[src/rtl/sub_pkg.sv]
// Shared constants for the bit-serial subtractor controller: state encoding
// and the default operand width.
package sub_pkg;

  localparam logic [1:0] S_IDLE = 2'd0;
  localparam logic [1:0] S_RUN  = 2'd1;
  localparam logic [1:0] S_DONE = 2'd2;

  localparam int SUB_WIDTH_DEF = 8;

  typedef enum logic [1:0] {
    IDLE = S_IDLE,
    RUN  = S_RUN,
    DONE = S_DONE
  } sub_state_t;

endpackage

[src/rtl/Half_Subractor.sv]
// One-bit half subtractor cell: diff = a - b, borrow set when a < b.
module Half_Subractor (
  input  logic a,
  input  logic b,
  output logic diff,
  output logic borrow
);

  assign diff   = a ^ b;
  assign borrow = ~a & b;

endmodule

[src/rtl/full_subtractor_bit.sv]
// One-bit full subtractor x - y - bin, built from two half-subtractor cells
// so the serial and combinational subtractors share the same verified cell.
module full_subtractor_bit (
  input  logic x,
  input  logic y,
  input  logic bin,
  output logic d,
  output logic bo
);

  logic d1;
  logic b1;
  logic b2;

  Half_Subractor u_hs0 (
    .a      (x),
    .b      (y),
    .diff   (d1),
    .borrow (b1)
  );

  Half_Subractor u_hs1 (
    .a      (d1),
    .b      (bin),
    .diff   (d),
    .borrow (b2)
  );

  assign bo = b1 | b2;

endmodule

[src/rtl/serial_sub_ctrl.sv]
// Bit-serial WIDTH-bit subtractor: diff = a - b, one bit per clock LSB first,
// sequenced by a start/busy/done handshake with a registered result.
module serial_sub_ctrl
  import sub_pkg::*;
#(
  parameter int WIDTH = SUB_WIDTH_DEF,
  localparam int CNT_W = $clog2(WIDTH)
) (
  input  logic             clk,
  input  logic             rst,
  input  logic             start,
  input  logic [WIDTH-1:0] a,
  input  logic [WIDTH-1:0] b,
  output logic             busy,
  output logic             done,
  output logic [WIDTH-1:0] diff,
  output logic             borrow_out
);

  localparam logic [CNT_W-1:0] CNT_LAST = CNT_W'(WIDTH - 1);

  sub_state_t       state_q;
  sub_state_t       state_d;
  logic [WIDTH-1:0] a_sh;
  logic [WIDTH-1:0] b_sh;
  logic [WIDTH-1:0] res_sh;
  logic [CNT_W-1:0] cnt;
  logic             bor;
  logic             slice_d;
  logic             slice_bo;
  logic             last_bit;

  full_subtractor_bit u_slice (
    .x   (a_sh[0]),
    .y   (b_sh[0]),
    .bin (bor),
    .d   (slice_d),
    .bo  (slice_bo)
  );

  assign last_bit = (cnt == CNT_LAST);

  always_comb begin
    state_d = state_q;
    case (state_q)
      IDLE:    if (start) state_d = RUN;
      RUN:     if (last_bit) state_d = DONE;
      DONE:    state_d = IDLE;
      default: state_d = IDLE;
    endcase
  end

  // Handshake outputs are pure state decodes, so start never reaches them combinationally.
  assign busy = (state_q == RUN);
  assign done = (state_q == DONE);

  always_ff @(posedge clk or posedge rst) begin
    if (rst) begin
      state_q    <= IDLE;
      a_sh       <= '0;
      b_sh       <= '0;
      res_sh     <= '0;
      cnt        <= '0;
      bor        <= 1'b0;
      diff       <= '0;
      borrow_out <= 1'b0;
    end else begin
      state_q <= state_d;
      case (state_q)
        IDLE: begin
          if (start) begin
            a_sh   <= a;
            b_sh   <= b;
            res_sh <= '0;
            bor    <= 1'b0;
            cnt    <= '0;
          end
        end
        RUN: begin
          a_sh   <= a_sh >> 1;
          b_sh   <= b_sh >> 1;
          res_sh <= {slice_d, res_sh[WIDTH-1:1]};
          bor    <= slice_bo;
          // Counter parks at the last index rather than wrapping past WIDTH-1.
          if (last_bit) begin
            diff       <= {slice_d, res_sh[WIDTH-1:1]};
            borrow_out <= slice_bo;
          end else begin
            cnt <= cnt + CNT_W'(1);
          end
        end
        default: ;
      endcase
    end
  end

endmodule

[config.mk]
export PLATFORM = sky130hd
export DESIGN_NAME = serial_sub_ctrl
export DESIGN_NICKNAME = d
export VERILOG_FILES = /design/src/rtl/sub_pkg.sv /design/src/rtl/Half_Subractor.sv /design/src/rtl/full_subtractor_bit.sv /design/src/rtl/serial_sub_ctrl.sv
export SDC_FILE = /design/constraint.sdc
export NUM_CORES = 1
export LEC_CHECK = 0
export CAP_MARGIN = 15
export CORE_MARGIN = 1.5
export CORE_UTILIZATION = 45
export CTS_CLUSTER_DIAMETER = 100
export DETAILED_ROUTE_END_ITERATION = 12
export PLACE_DENSITY = 0.72
export SLEW_MARGIN = 10
export SYNTH_ARGS = -nofsm -noshare
export SYNTH_HDL_FRONTEND = slang
export SYNTH_SLANG_ARGS = --single-unit
[constraint.sdc]
create_clock -name clk -period 1.3 [get_ports clk]
set_input_delay 0.26 -clock clk [delete_from_list [all_inputs] [get_ports clk]]
set_output_delay 0.26 -clock clk [all_outputs]
set_load 0.01 [all_outputs]
# --- Word-level counts from Yosys, hierarchy flattened ---
# Cells that the tools add are included.
classes:
  n_eq_ne: 6
  bitwise_logic: 7
  n_reduce_logical: 6
  mux: 14
  add_sub_neg: 1
ops:
  columns: ["operator", "n"]
  rows:
  - ["$pmux 8 s2", 3]
  - ["$mux 8", 3]
  - ["$mux 3", 2]
  - ["$pmux 3 s2", 1]
  - ["$reduce_and 2->1", 3]
  - ["$mux 2", 2]
  - ["$ne 2x2->1 const B", 2]
  - ["$pmux 2 s2", 1]
  - ["$add 3x1->3 const B", 1]
  - ["$eq 3x3->1 const B", 1]
  - ["$reduce_and 3->1", 1]
  - ["$and 1x1->1", 2]
  - ["$eq 2x1->1 const B", 1]
  - ["$eq 2x2->1 const B", 1]
  - ["$logic_not 2->1", 1]
  - ["$ne 2x1->1 const B", 1]
  - ["$not 1->1", 2]
  - ["$pmux 1 s2", 1]
  - ["$reduce_bool 2->1", 1]
  - ["$xor 1x1->1", 2]
  - ["$mux 1", 1]
  - ["$or 1x1->1", 1]
word_totals:
  wordCells: 42
  ff_bits: 39

# --- Logic depth before layout (Yosys ltp) ---
# Gate-level depths: netlist of run 1.
logic_depth:
  word_depth: 5
  ltp_mapped: 5

# --- Hierarchy ---
# From an unflattened synthesis of run 1, not the netlist that was laid out.
hier_totals:
  hier_cells: 147
  hier_area_um2: 1717.9
by_module_without_submodules:
  columns: ["mod", "area_per_inst_um2", "instances", "cells_each"]
  rows:
  - ["serial_sub_ctrl", 1671.6, 1, 140]
  - ["Half_Subractor", 20.0, 2, 3]
  - ["full_subtractor_bit", 6.3, 1, 1]

# --- Worst setup path before layout of run 1 ---
# Ideal clock, no wire load.
synth_timing:
  path_kind: "register -> register"
  startpoint: "register cnt[0]"
  endpoint: "register borrow_out"
  slack_ns: -0.174
  setup_time_ns: 0.125
  t_required_ns: 1.175
  synth_period_minus_slack_ns: 1.474
  arrival_ns: 1.349
  path_stages_with_launch: 6
  path_cell_list: "dfrtp_1 -> ha_1 -> ha_1 -> nand3b_1 -> buf_6 -> mux2_2"
synth_via:
  elab_chain_cells: 2
synth_lines:
  columns: ["item", "line_no", "text"]
  rows:
  - ["start: declaration", "serial_sub_ctrl.sv:27", "logic [CNT_W-1:0] cnt;"]
  - ["start signal: assignment", "serial_sub_ctrl.sv:89", "cnt <= cnt + CNT_W'(1);"]
  - ["$eq 3x3->1", "serial_sub_ctrl.sv:41", "assign last_bit = (cnt == CNT_LAST);"]
  - ["$reduce_and 2->1 (no line)", null, null]
  - ["end signal: assignment", "serial_sub_ctrl.sv:87", "borrow_out <= slice_bo;"]
  - ["end: declaration", "serial_sub_ctrl.sv:17", "output logic borrow_out"]
# Every way passes these cells.
# A chain may end at the register's enable or synchronous reset.

# --- Worst setup path in the final report of run 1 ---
layout_timing:
  startpoint: "register cnt[1]"
  endpoint: "register diff[4]"
layout_via:
  elab_chain_cells: 2
layout_lines:
  columns: ["item", "line_no", "text"]
  rows:
  - ["$eq 3x3->1", "serial_sub_ctrl.sv:41", null]
  - ["$reduce_and 2->1 (no line)", null, null]
  - ["end signal: assignment", "serial_sub_ctrl.sv:86", "diff <= {slice_d, res_sh[WIDTH-1:1]};"]
  - ["end: declaration", "serial_sub_ctrl.sv:16", "output logic [WIDTH-1:0] diff,"]
# Every way passes these cells.

==> impl_metrics.toml, run 1 <==
[run_status]
status = "finished, violations left"
violations = "negative setup slack"

[logic_synthesis]
synth_seq_cells = 38
ys_top_cells_by_area = "dfrtp_1 (52%), a221oi_2 (8.1%), nor3b_1 (6.1%)"
synth.most_common_cell = "dfrtp_1"
syn_inst = 150
yosys.area_share.xor_xnor_pct = 0
synth_compound_area_share_pct = 17.90
ys_seq_area_share_pct = 51.53
synth_top_area_share_pct = 51.53
syn_area_per_cell_um2 = 12.30
syn_nets = 172
synth_edf_count = 0
yosysUniqueCellTypes = 23
synth_commonest_cells = "dfrtp_1 (38), inv_1 (18), nor2b_1 (17)"
yosys.area.top_type = "dfrtp_1"
synth_top_family_by_area = "compound AO/OA/AOI/OAI gates"
muxShareOfSynthArea_pct = 5.492
synth-simple-area-share_pct = 14.58
async_flop_share_pct = 100.0
synth_adder_area_share_pct = 2.441
yosysWarnings = 0
ys.flop_type = "dfrtp_1"
syn_area_um2 = 1846

[layout]
nFillCells = 252
fin_util_pct = 68.05
seq_area_um2 = 952.2
finalInstanceArea_um2 = 2703
nets = 225
final_layout_size_suffix_gt1_share_pct = 37.25
synthToLayoutAreaGrowth_pct = 46.44
multi_input_area_um2 = 872.1
antenna_cells = 0

[drt]
ant_nets = 0
route.detailed.drc = 0
drt-total-wl_um = 4195
wl_per_cell_um = 16.52
vias_per_cell = 5.386
dr.pass1.iters = 4
vias = 1368
drtIter0Drc = 94

[clock_tree]
clock_latency_ns = 0.29
cts.htree.levels = 2
numCtsBuffers = 5
hold_buffers = 0
clk_pin_slew_ns = 0.07
clkSinkCount = 38
cts-root-buf = "clkbuf_8"
clk_path_buf_depth = 2
tritoncts = "done"

[sta]
setup_slack_ns = -0.1932
post-route-period-util_pct = 114.9
relSlewSlack_pct = 72.75
fin_skew_ns = 0.002495
final_max_slew_viol_count = 0
rsz0062_at_grt = "true"
hold_viol = 0
finalWorstPathRequiredPeriod_ns = 1.493
setup_viol = 34
worstMarginPinSlew_ns = 0.4077
max_freq_mhz = 669.7

[floorplanning]
initial_core_util_pct = 46.47
die_w_um = 67.04
die_y_um = 67.04
num_io_pins = 30
fp.coreArea_um2 = 3971
die_area_um2 = 4494
rows = 23

[placed_design]
post-place-ws_ns = -0.2798
gp_congestion = 0.8050
portBuffers = 29
dp_hpwl_um = 2507
placed_area_um2 = 2287

[worst_setup_path]
endpoint = "diff[4]"
crit_path_max_fanout = 10
r2r-start = "cnt[1]"
worstSetupStartpoint = "cnt[1]"
path_class = "flop to flop"
r2r-end = "diff[4]"
cp_data_arrival_time_ns = 1.68
crit_path_end_kind = "flop"
rr_worst_depth = 5
r2r_slack_ns = -0.19
required_ns = 1.48
critPathLaunchType = "flop"

[global_routing]
gr-usage-met1_pct = 24.54
gr-usage-met3_pct = 6.250
grt_pass1_wl_um = 6617
groute.usage.overall_pct = 20.82
antenna_found_initial = 0
grt_use_met2_pct = 35.40
grt_max_degree = 39
busiest_layer = "met2"
grt_pass1_vias = 1410
gr-total-overflow = 0

[power]
p_leak_nw = 1.302
ir_drop_mv = 1.245
power_w = 0.006299
p_per_area_nw_per_um2 = 2331

[flow_run]
cap_violations = 0

[worst_hold_path]
hold_class = "primary input to asynchronous set/reset pin"
-- critical path, cell delays in order (launching register included) --
cell      delay (ns)
dfrtp_1         0.39
ha_2            0.20
ha_4            0.16
nand3b_1        0.14
buf_12          0.15
mux2_2          0.33
-- routing by layer --
| metal | share of wire, % | up-vias |
|---|---|---|
| met4 | 1.4 | 0 |
| met2 | 52 | 39 |
| met5 | 0 | - |
| li1 | - | 635 |
| met1 | 42 | 688 |
| met3 | 4.1 | 6 |
-- kinds of logic (layout without fill, tap and decap cells) --
kind of cell | Yosys count | count (layout)
adders and majority gates | 3 | 3
DFF | 38 | 38
AOI/OAI and AO/OA | 29 | 29
muxes | 9 | 9
buffers and inverters | 30 | 84
and+or+nand+nor | 41 | 41
-- worst min-delay path by stage --
stage,startpoint,endpoint,cells past startpoint
after floorplan,a[7],a_sh[7],1
after global placement,res_sh[1],res_sh[1],1
after detailed placement,res_sh[1],res_sh[1],1
after CTS,rst,diff[3],3
after global routing,rst,cnt[2],3
final,rst,diff[1],3
-- through the flow --
| step | hold slack (ns) | cells | setup TNS (ns) |
|---|---|---|---|
| 2_1_floorplan | 0.3925 | 150 | -0.8443 |
| 3_3_place_gp | 0.4834 | 231 | -5.442 |
| 3_5_place_dp | 0.4917 | 231 | -6.425 |
| 4_1_cts | 0.3270 | 252 | -4.870 |
| 5_1_grt | 0.3322 | 254 | -6.175 |
| 6_report | 0.3185 | 254 | -4.772 |
-- layout by cell type (no fill, tap or decap), types with 4 or more instances in the layout --
cell type,Yosys,final
inv_1,18,18
a22o_1,10,10
mux2_2,9,7
nor2b_1,17,14
buf_12,0,4
dlygate4sd2_1,0,9
dfrtp_1,38,37
nor3b_1,15,10
buf_6,3,7
clkdlybuf4s50_1,0,18
a221oi_2,10,13
clkbuf_8,0,6
buf_4,2,17
-- registers in the layout, summed over array words and instances, names as in the netlist --
signal      flops
a_sh            8
b_sh            8
bor             1
borrow_out      1
cnt             3
diff            8
res_sh          7
state_q         2
-- power breakdown --
group | switching, W | internal [W] | total, W
Clock | 0.000420 | 0.000818 | 0.00124
Combinational | 0.00132 | 0.00169 | 0.00301
Sequential | 0.000332 | 0.00172 | 0.00205
-- what timing repair did --
| item | 4_1_cts | 5_1_grt |
|---|---|---|
| hold endpoints to repair | 0 | 0 |
| setup endpoints to repair | 47 | 39 |
| setup buffers | 11 | 3 |
| gates resized for setup | 33 | 16 |
| cloned | 2 | 0 |
| pin swaps | 8 | 12 |
-- area by class of cell --
class	count	area share, %
tap	50	2.315
clock buffer	6	3.056
clock inverter	2	2.222
timing repair buffer	58	22.41
inverter	18	2.500
sequential	38	35.23
multi-input combinational	82	32.27
Note: power is estimated with default switching activity, not from simulation.
==> inputs of run 2 (changes only) <==
--- a/config.mk
+++ b/config.mk
@@ -11,7 +11,9 @@
 export CTS_CLUSTER_DIAMETER = 100
 export DETAILED_ROUTE_END_ITERATION = 12
 export PLACE_DENSITY = 0.72
+export RECOVER_POWER = 50
 export SLEW_MARGIN = 10
 export SYNTH_ARGS = -nofsm -noshare
 export SYNTH_HDL_FRONTEND = slang
 export SYNTH_SLANG_ARGS = --single-unit
+export TNS_END_PERCENT = 20
==> impl_metrics.toml, run 2 (same netlist as run 1, synthesis figures left out) <==
[global_routing]
groute.usage.overall_pct = 19.39
gr-total-overflow = 0
antenna_found_initial = 0
grt_pass1_vias = 1322
grt_pass1_wl_um = 6258
grt_max_degree = 39

[clock_tree]
numCtsBuffers = 5
clk_pin_slew_ns = 0.07
cts-root-buf = "clkbuf_8"
clkSinkCount = 38
clock_latency_ns = 0.30
clk_path_buf_depth = 2
tritoncts = "done"
cts.htree.levels = 2

[worst_setup_path]
slowest_stage = "dfrtp_1"
crit_path_max_fanout = 10
required_ns = 1.49
path_class = "flop to flop"
critPathLaunchType = "flop"
crit_path_end_kind = "flop"
cp_cell_sequence = "ha_2 -> ha_4 -> nand3b_1 -> buf_12 -> mux2_2"
max_stage_delay_ns = 0.40
cp_data_arrival_time_ns = 1.68

[placed_design]
post-place-ws_ns = -0.2798
dp_cells = 231
portBuffers = 29
gp_congestion = 0.8050
dp_hpwl_um = 2507

[sta]
rsz0062_at_grt = "true"
post-route-period-util_pct = 114.4
fin_skew_ns = 0.004350
setup_viol = 37
hold_viol = 0
worstMarginPinSlew_ns = 0.8275
finalWorstPathRequiredPeriod_ns = 1.487
setup_slack_ns = -0.1875
max_freq_mhz = 672.3
final_max_slew_viol_count = 0
relSlewSlack_pct = 44.83

[power]
power_w = 0.005903
ir_drop_mv = 1.213
p_per_area_nw_per_um2 = 2332
p_leak_nw = 1.217

[layout]
final_common_cell = "dfrtp_1"
synthToLayoutAreaGrowth_pct = 37.15
top_regs = "a_sh: 8 flops, b_sh: 8 flops, diff: 8 flops"
finalNonFillerCells = 246
antenna_cells = 0
final_layout_size_suffix_gt1_share_pct = 32.65
nets = 217
layout.cells.most_common_list = "dfrtp_1 (37), inv_1 (18), clkdlybuf4s50_1 (18)"

[drt]
dr.pass1.iters = 4
vias_per_cell = 5.309
ant_nets = 0
route.detailed.drc = 0
wl_per_cell_um = 15.50
vias = 1306
drtIter0Drc = 78
drt-total-wl_um = 3812

[floorplanning]
die_w_um = 67.04
fp.coreArea_um2 = 3971
rows = 23
num_io_pins = 30
initial_core_util_pct = 46.47
die_y_um = 67.04
die_area_um2 = 4494

[run_status]
status = "finished, violations left"
violations = "negative setup slack"

[worst_hold_path]
hold_class = "flop to flop"

[flow_run]
cap_violations = 0
-- run 2: cell count changes in the layout (fill, tap and decap cells not counted) --
cell / before / now
a221oi_2: 13 / 14
a221oi_4: 1 / 0
buf_16: 2 / 0
buf_2: 1 / 3
buf_4: 17 / 12
buf_6: 7 / 4
mux2_2: 7 / 6
mux2_4: 2 / 3
nor2b_2: 0 / 3
nor2b_4: 3 / 0
nor3b_1: 10 / 14
nor3b_2: 3 / 1
nor3b_4: 2 / 0
-- run 2: cell type report --
class	count	area [um2]
clock buffers	6	82.58
clock inverters	2	60.06
fillers	289	1440
inverters	18	67.56
multi-input cells	82	817.0
flip-flops and latches	38	952.2
well taps	50	62.56
repair buffers	50	489.2
-- run 2: per-layer routing --
layer  track usage [%]  vias to the layer above  wire, um  share of wire [%]
met1             23.69                      649      1707                 45
met5                 0                        -         0                  0
met4             6.122                        0        80                2.1
li1                  -                      621         -                  -
met2             32.30                       29      1867                 49
met3             6.250                        7       156                4.1
-- run 2: power by group --
group          internal (W)  switching, W  leakage (nW)  total [W]
Combinational       0.00144       0.00117         0.675    0.00261
Sequential          0.00172      0.000320         0.470    0.00204
Clock              0.000818      0.000436        0.0714    0.00125
Total               0.00397       0.00193          1.22    0.00590
-- run 2: stage by stage --
stage	area, um2	TNS [ns]	util, %	hold slack (ns)
2_1_floorplan	1861	-0.8443	-	0.3925
3_3_place_gp	2287	-5.442	57.59	0.4834
3_5_place_dp	2287	-6.425	57.59	0.4917
4_1_cts	2502	-4.121	63.01	0.3270
5_1_grt	2531	-5.604	63.74	0.5218
6_report	2531	-3.931	63.74	0.4998
-- run 2: worst paths after layout --
check | from | to | slack [ns] | cells after the start
setup / recovery | cnt[1] | diff[5] | -0.19 | 5
hold / removal | diff[2] | diff[2] | 0.50 | 1
setup reg to reg | cnt[1] | diff[5] | -0.19 | 5
hold reg to reg | diff[2] | diff[2] | 0.50 | 1
max in group asynchronous | rst | state_q[1] | 0.22 | 3
min in group asynchronous | rst | diff[1] | 0.51 | 3
-- run 2: critical path, delay by kind of cell (launching register included) --
kind	cells	cell delay [ns]
AND/OR/NAND/NOR	1	0.13
multiplexers	1	0.33
adder cells (fa/ha/maj)	2	0.36
flip-flops	1	0.40
buffers and inverters	1	0.15
-- run 2: timing repair --
item | in CTS | in global routing
hold buffers | 0 | 0
setup endpoints to repair | 47 | 39
setup buffers | 6 | 1
cloned | 0 | 0
pin swaps | 12 | 9
gates resized for setup | 29 | 9
